[config.mk]
export PLATFORM = sky130hd
export DESIGN_NAME = seq_pattern_detector_flat
export DESIGN_NICKNAME = d
export VERILOG_FILES = /design/src/rtl/seq_pattern_detector_if.sv /design/src/rtl/seq_pattern_detector.sv /design/src/flat_wrapper.sv
export SDC_FILE = /design/constraint.sdc
export NUM_CORES = 1
export LEC_CHECK = 0
export ABC_AREA = 1
export BUFFER_PORTS_ARGS = -buffer_cell sky130_fd_sc_hd__buf_2
export CAP_MARGIN = 20
export CORE_MARGIN = 2
export CORE_UTILIZATION = 56
export DETAILED_ROUTE_END_ITERATION = 6
export PLACE_DENSITY = 0.79
export RECOVER_POWER = 100
export SLEW_MARGIN = 10
export SYNTH_ARGS = -nofsm -noshare
export SYNTH_HDL_FRONTEND = slang
export SYNTH_SLANG_ARGS = --single-unit
[constraint.sdc]
create_clock -name CLK -period 1.67 [get_ports CLK]
set_input_delay 0.0835 -clock CLK [delete_from_list [all_inputs] [get_ports CLK]]
set_output_delay 0.0835 -clock CLK [all_outputs]
set_load 0.01 [all_outputs]
[src/rtl/seq_pattern_detector_if.sv]
// Serial pattern-detector bus: stimulus/control from the master, match status back from the slave.
interface seq_pattern_detector_if #(
  parameter int N     = 9,
  parameter int CNT_W = 8
);
  logic             x;
  logic             en;
  logic             overlap;
  logic             load;
  logic [N-1:0]     pat_in;
  logic             clr_cnt;
  logic             Z;
  logic             primed;
  logic [CNT_W-1:0] match_cnt;

  modport master (
    output x, en, overlap, load, pat_in, clr_cnt,
    input  Z, primed, match_cnt
  );

  modport slave (
    input  x, en, overlap, load, pat_in, clr_cnt,
    output Z, primed, match_cnt
  );
endinterface

[src/rtl/seq_pattern_detector.sv]
// Serial N-bit pattern detector with loadable pattern, optional overlapping matches
// and a saturating match counter.
module seq_pattern_detector #(
  parameter int             N       = 9,
  parameter logic [N-1:0]   RST_PAT = 9'b100100100,
  parameter int             CNT_W   = 8
) (
  input  logic                  CLK,
  input  logic                  RST,
  seq_pattern_detector_if.slave bus
);

  localparam int                FILL_W    = $clog2(N + 1);
  localparam logic [FILL_W-1:0] FILL_FULL = FILL_W'(N);

  logic [N-1:0]      pat;
  logic [N-1:0]      hist;
  logic [N-1:0]      hist_nxt;
  logic [FILL_W-1:0] fill;
  logic [FILL_W-1:0] fill_nxt;
  logic              match;
  logic              z_p0;
  logic [CNT_W-1:0]  cnt_p0;

  function automatic logic [CNT_W-1:0] sat_inc(input logic [CNT_W-1:0] c);
    return (&c) ? c : c + 1'b1;
  endfunction

  // Match is judged on the post-shift history so Z fires one edge after the last bit.
  always_comb begin
    hist_nxt = {hist[N-2:0], bus.x};
    fill_nxt = (fill == FILL_FULL) ? FILL_FULL : fill + 1'b1;
    match    = bus.en && !bus.load && (fill_nxt == FILL_FULL) && (hist_nxt == pat);
  end

  always_ff @(posedge CLK or negedge RST) begin
    if (!RST) begin
      pat  <= RST_PAT;
      hist <= '0;
      fill <= '0;
    end else if (bus.load) begin
      pat  <= bus.pat_in;
      hist <= '0;
      fill <= '0;
    end else if (bus.en) begin
      hist <= hist_nxt;
      fill <= (match && !bus.overlap) ? '0 : fill_nxt;
    end
  end

  // ---- output stage p0: match pulse and counter (clear wins over increment)
  always_ff @(posedge CLK or negedge RST) begin
    if (!RST) begin
      z_p0   <= 1'b0;
      cnt_p0 <= '0;
    end else begin
      z_p0 <= match;
      if (bus.clr_cnt)
        cnt_p0 <= '0;
      else if (match)
        cnt_p0 <= sat_inc(cnt_p0);
    end
  end

  assign bus.Z         = z_p0;
  assign bus.primed    = (fill == FILL_FULL);
  assign bus.match_cnt = cnt_p0;

endmodule
[src/flat_wrapper.sv]
// flat-port wrapper written by rule: the top's interface ports become plain ports
module seq_pattern_detector_flat 
#(
  parameter int             N       = 9,
  parameter logic [N-1:0]   RST_PAT = 9'b100100100,
  parameter int             CNT_W   = 8
)
  (CLK, RST, bus_x, bus_en, bus_overlap, bus_load, bus_pat_in, bus_clr_cnt, bus_Z, bus_primed, bus_match_cnt);
  seq_pattern_detector_if #(.N(N), .CNT_W(CNT_W)) bus_i ();
  input  logic CLK;
  input  logic RST;
  input wire logic [$bits(bus_i.x)-1:0] bus_x;
  input wire logic [$bits(bus_i.en)-1:0] bus_en;
  input wire logic [$bits(bus_i.overlap)-1:0] bus_overlap;
  input wire logic [$bits(bus_i.load)-1:0] bus_load;
  input wire logic [$bits(bus_i.pat_in)-1:0] bus_pat_in;
  input wire logic [$bits(bus_i.clr_cnt)-1:0] bus_clr_cnt;
  output wire logic [$bits(bus_i.Z)-1:0] bus_Z;
  output wire logic [$bits(bus_i.primed)-1:0] bus_primed;
  output wire logic [$bits(bus_i.match_cnt)-1:0] bus_match_cnt;
  assign bus_i.x = bus_x;
  assign bus_i.en = bus_en;
  assign bus_i.overlap = bus_overlap;
  assign bus_i.load = bus_load;
  assign bus_i.pat_in = bus_pat_in;
  assign bus_i.clr_cnt = bus_clr_cnt;
  assign bus_Z = bus_i.Z;
  assign bus_primed = bus_i.primed;
  assign bus_match_cnt = bus_i.match_cnt;
  seq_pattern_detector #(.N(N), .RST_PAT(RST_PAT), .CNT_W(CNT_W)) u_core (.CLK(CLK), .RST(RST), .bus(bus_i));
endmodule
Word level (Yosys, flattened, before mapping)
Index checks and enable logic that the tools add are counted.
{"block": "classes", "n_reduce_logical": 10, "addsub": 2, "muxes": 9, "n_eq_ne": 4}
{"operator": "8-bit two-way mux", "count": 5}
{"operator": "4-bit two-way mux", "count": 4}
{"operator": "9-bit == test", "count": 1}
{"operator": "8-bit by 1-bit adder with 8-bit output (second input constant)", "count": 1}
{"operator": "4-bit == test (second input constant)", "count": 2}
{"operator": "8-bit AND reduction", "count": 1}
{"operator": "4-bit by 1-bit adder with 4-bit output (second input constant)", "count": 1}
{"operator": "1-bit logical AND", "count": 4}
{"operator": "2-bit nonzero test", "count": 2}
{"operator": "1-bit logical NOT", "count": 2}
{"operator": "2-bit inequality test (second input constant)", "count": 1}
{"operator": "2-bit AND reduction", "count": 1}
{"block": "word_totals", "regBits": 30, "input_bits": 16, "output_inout_bits": 10, "wordCells": 30}

Logic depth before layout (Yosys ltp)
{"block": "depth", "word_depth": 9, "depth_mapped": 11, "depth_no_buf": 11}

Worst setup path after synthesis
OpenSTA, ideal clock, no wires.
{"block": "synth_path", "path_kind": "reg2reg", "from": "reg u_core.fill[1]", "to": "reg u_core.fill[3]", "arrival_time_ns": 1.323, "path_stages_with_launch": 12, "slack_ns": 0.231, "period_less_slack_ns": 1.439, "setup_ns": 0.116, "n_path_buf": 0, "required_ns": 1.554, "cell_sequence": "dfrtp_1 > inv_1 > ha_1 > nand3_2 > nand2_2 > inv_2 > nor2_2 > nand2_2 > nor2_4 > nand2_2 > nand2_1 > nand2_1"}
{"block": "synth_between", "elab_chain_cells": 9, "word_cells_on_any_way": 10, "cone_classes": "add/sub: 1; eq/ne: 2; mux: 4; reduce/logical: 3"}
{"item": "start, declared", "line_no": "seq_pattern_detector.sv:19", "rtl": "logic [FILL_W-1:0] fill;"}
{"item": "start signal, assigned", "line_no": "seq_pattern_detector.sv:47", "rtl": "fill <= (match && !bus.overlap) ? '0 : fill_nxt;"}
{"item": "4-bit by 1-bit adder with 4-bit output / 4-bit == test (equally long branches)", "line_no": "seq_pattern_detector.sv:32", "rtl": "fill_nxt = (fill == FILL_FULL) ? FILL_FULL : fill + 1'b1;"}
{"item": "4-bit two-way mux *", "line_no": "seq_pattern_detector.sv:32"}
{"item": "4-bit == test", "line_no": "seq_pattern_detector.sv:33", "rtl": "match = bus.en && !bus.load && (fill_nxt == FILL_FULL) && (hist_nxt == pat);"}
{"item": "1-bit logical AND (2 in a row)", "line_no": "seq_pattern_detector.sv:33"}
{"item": "1-bit logical AND", "line_no": "seq_pattern_detector.sv:47"}
{"item": "4-bit two-way mux *", "line_no": "seq_pattern_detector.sv:47"}
{"item": "4-bit two-way mux *", "line_no": "seq_pattern_detector.sv:45", "rtl": "end else if (bus.en) begin"}
{"item": "4-bit two-way mux *", "line_no": "seq_pattern_detector.sv:41", "rtl": "end else if (bus.load) begin"}
Every way passes the cells marked *; elsewhere a longest branch is shown, timed or not. The select of a mux whose other input is x is not followed.
A chain may end at the register's enable or synchronous reset.

Worst setup path in the final report
{"block": "layout_path", "from": "reg u_core.fill[0]", "to": "reg u_core.cnt_p0[1] (netlist: u_core.bus.match_cnt[1])"}
{"block": "layout_between", "elab_chain_cells": 7, "word_cells_on_any_way": 8, "cone_classes": "add/sub: 1; eq/ne: 2; mux: 1; reduce/logical: 4"}
{"item": "4-bit by 1-bit adder with 4-bit output / 4-bit == test (equally long branches)", "line_no": "seq_pattern_detector.sv:32"}
{"item": "4-bit two-way mux *", "line_no": "seq_pattern_detector.sv:32"}
{"item": "4-bit == test *", "line_no": "seq_pattern_detector.sv:33"}
{"item": "1-bit logical AND * (2 in a row)", "line_no": "seq_pattern_detector.sv:33"}
{"item": "2-bit nonzero test (no source line) *"}
{"item": "2-bit AND reduction (no source line) *"}
{"item": "end signal, assigned", "line_no": "seq_pattern_detector.sv:61", "rtl": "cnt_p0 <= sat_inc(cnt_p0);"}
{"item": "end, declared", "line_no": "seq_pattern_detector.sv:23", "rtl": "logic [CNT_W-1:0] cnt_p0;"}
Every way passes the cells marked *; elsewhere a longest branch is shown, timed or not.

==> out/results.ini <==
[outcome]
violations = negative setup slack
status = finished, violations left

[worst_setup_path]
crit_path_max_fanout = 8
worst_path_most_repeated_cell = nand2_1
criticalPathCategory = flop to flop
endpoint_kind = flop
cpPeakStageDelay_ns = 0.45
crit_slowest_cell = dfrtp_2
arrival_ns = 1.89
cp_num_buf_inv = 1
startpoint_type = flop
cp_top_family = simple AND/OR/NAND/NOR gates
worstPathCellList = ha_2 -> inv_1 -> nand2_1 -> nand2_1 -> nand2_2 -> nand2_1 -> nor2_4 -> nand4_4 -> nand3_2 -> nand2_1
worst_ep_required_time_ns = 1.89

[synth]
yosys_warnings = 0
synth-seq-cells = 30
avgSynthCellArea_sq_um = 7.86
synth_ff_type = dfrtp_1
yosysMostFrequentCell = nand2_1
synth_cells = 212
synth_area_sq_um = 1670
syn-num-nets = 231
yosys.area.top_type = dfrtp_1
synth_area_leaders = dfrtp_1 (41%), nand2_1 (15%), inv_1 (7.2%), dfstp_2 (4.7%), nand3_1 (4.5%)
yosysSeqAreaShare_pct = 45.3
synth_top_area_share_pct = 40.5
synth-edff-count = 0
ys_top_cells_by_count = nand2_1 (66), inv_1 (32), dfrtp_1 (27)
async_flop_share_pct = 100
ys_types = 24

[pwr]
leakagePower_nw = 1.07
ir_drop_uv = 694
power_density_nw_per_um2 = 684

[placed_design]
gp_congestion = 0.826
pre_cts_ws_ns = 0.0299
dp_cells = 268
port_buffers = 25
dp_hpwl_microns = 2330

[sta]
slew_violations = 0
rsz0062_at_grt = yes
clock.fmax_mhz = 597
whs_ns = 0.0380
setup_ws_ns = -0.00465
post-route-min-period_ns = 1.67
finalSetupViolCount = 1
finalHoldViolations = 0
worst_pin_slew_ns = 0.721
finClkSkew_ns = 0.00947
finalCritPeriodShare_pct = 100
setup_tns_ns = -0.00465
slew_headroom_pct = 52.0

[finish]
drive_gt1_share_pct = 24.3
antennaDiodeCount = 0
fin_nets = 277
syn_to_final_growth_pct = 27.9
fin_util_pct = 76.6
final.fill_count = 216
finalNonFillerCells = 290

[global_routing]
antenna_found_initial = 0
grt_max_degree = 31
grt_usage_pct = 23.0
grt_overflow_total = 0
grt_pass1_vias = 1359
grt_pass1_wl_microns = 5970

[route]
drt_iter0_markers = 53
vias_per_cell = 5.09
wirelength_microns = 3720
route.vias.total = 1477
first_pass_iters = 4
ant_nets = 0
drc = 0
wl_per_cell_microns = 12.8

[run]
maxCapViolations = 0

[die]
die_h_microns = 58.6
start_util_pct = 59.9
io_pins = 26
num_rows = 19
core_sq_um = 2780
die_x_microns = 58.6
die_area_sq_um = 3430

[clocking]
clk_pin_slew_ns = 0.10
root_buffer = clkbuf_4
cts_tree = yes
worstSkewPairLatency_ns = 0.33
numClockSinks = 30
cts_buffers = 5
cts_max_path_buffers = 2
htreeDepth = 2

[min_path]
min_path_type = primary input to flop

## final cells by class
type / instances / area (sq um) / share of cell area (%)
clock buffers: 8 / 58.8 / 2.76
inverters: 36 / 135 / 6.34
multi-input cells: 144 / 872 / 40.9
flip-flops and latches: 30 / 756 / 35.5
well taps: 31 / 38.8 / 1.82
repair buffers: 41 / 270 / 12.7
## cell usage in the layout, fill, tap and decap left out, types with 2 or more instances in the layout
cell / netlist / final
buf_4: 0 / 5
buf_2: 2 / 14
o22ai_1: 10 / 10
clkbuf_1: 1 / 12
nand4_1: 9 / 9
nand3_4: 0 / 3
inv_2: 3 / 5
dfrtp_1: 27 / 26
xnor2_1: 4 / 4
nor2_1: 10 / 8
nand4_4: 1 / 2
inv_1: 32 / 30
nand3_2: 2 / 4
o21ai_0: 6 / 6
xor2_1: 5 / 5
clkbuf_4: 0 / 5
nand2_2: 4 / 6
nor2_4: 3 / 5
dlygate4sd3_1: 0 / 10
dfstp_2: 3 / 2
nor2_2: 2 / 3
nand3_1: 15 / 10
nand2_1: 66 / 63
## cell families (layout without fill, tap and decap cells)
| logic type | after synthesis | after routing | synth area share [%] |
|---|---|---|---|
| AO/OA/AOI/OAI | 17 | 17 | 5.86 |
| adder cells (fa/ha/maj) | 3 | 3 | 2.25 |
| buffers and inverters | 39 | 85 | 8.93 |
| flip-flops | 30 | 30 | 45.3 |
| XOR/XNOR | 9 | 9 | 4.73 |
| AND/OR/NAND/NOR | 114 | 115 | 33.0 |
## metrics by stage
| step | power [mW] | instance area [sq um] |
|---|---|---|
| after floorplan | 0.901 | 1670 |
| after global placement | 0.961 | 1840 |
| after detailed placement | 0.964 | 1840 |
| after CTS | 1.42 | 2000 |
| after global routing | 1.53 | 2130 |
| final | 1.46 | 2130 |
## worst reg2reg max path, delay by kind of cell, from the launching register on
family	cells	cell delay [ns]
and+or+nand+nor	8	0.86
buffers and inverters	1	0.04
adders and majority gates	1	0.21
DFF	1	0.45
## path summary, 6_finish.rpt
check	start	to	slack [ns]	cells after the start
worst min-delay path	bus_en	u_core.fill[3]	0.04	4
worst max-delay path	u_core.fill[0]	u_core.bus.match_cnt[1]	-0.005	10
max in group asynchronous	RST	u_core.fill[0]	0.84	2
worst max register to register	u_core.fill[0]	u_core.bus.match_cnt[1]	-0.005	10
worst min register to register	u_core.pat[5]	u_core.pat[5]	0.50	2
min in group asynchronous	RST	u_core.bus.match_cnt[2]	0.34	2
## metal layers
metal | track usage [%] | routed length [microns]
met5 | 0 | 0
met2 | 37.6 | 1890
met4 | 4.98 | 50
met1 | 30.9 | 1660
met3 | 6.15 | 130
## where the power goes
group	switching, mW	internal, mW	total [mW]	leakage, nW
combinational	0.137	0.0919	0.229	0.648
clock	0.241	0.208	0.449	0.0326
sequential	0.0220	0.757	0.779	0.394
total	0.400	1.06	1.46	1.07
## registers in the layout, indices dropped and copies added (netlist names)
name                  count
u_core.hist               8
u_core.bus.Z              1
u_core.bus.match_cnt      8
u_core.pat                9
u_core.fill               4
## timing repair
item | 4_1_cts | 5_1_grt
gates resized for setup | 0 | 24
hold buffers | 10 | 0
buffers inserted | 0 | 3
endpoints found under the hold margin | 36 | 0
setup endpoints to repair | 0 | 10
Power figures use the tool's default switching activity.
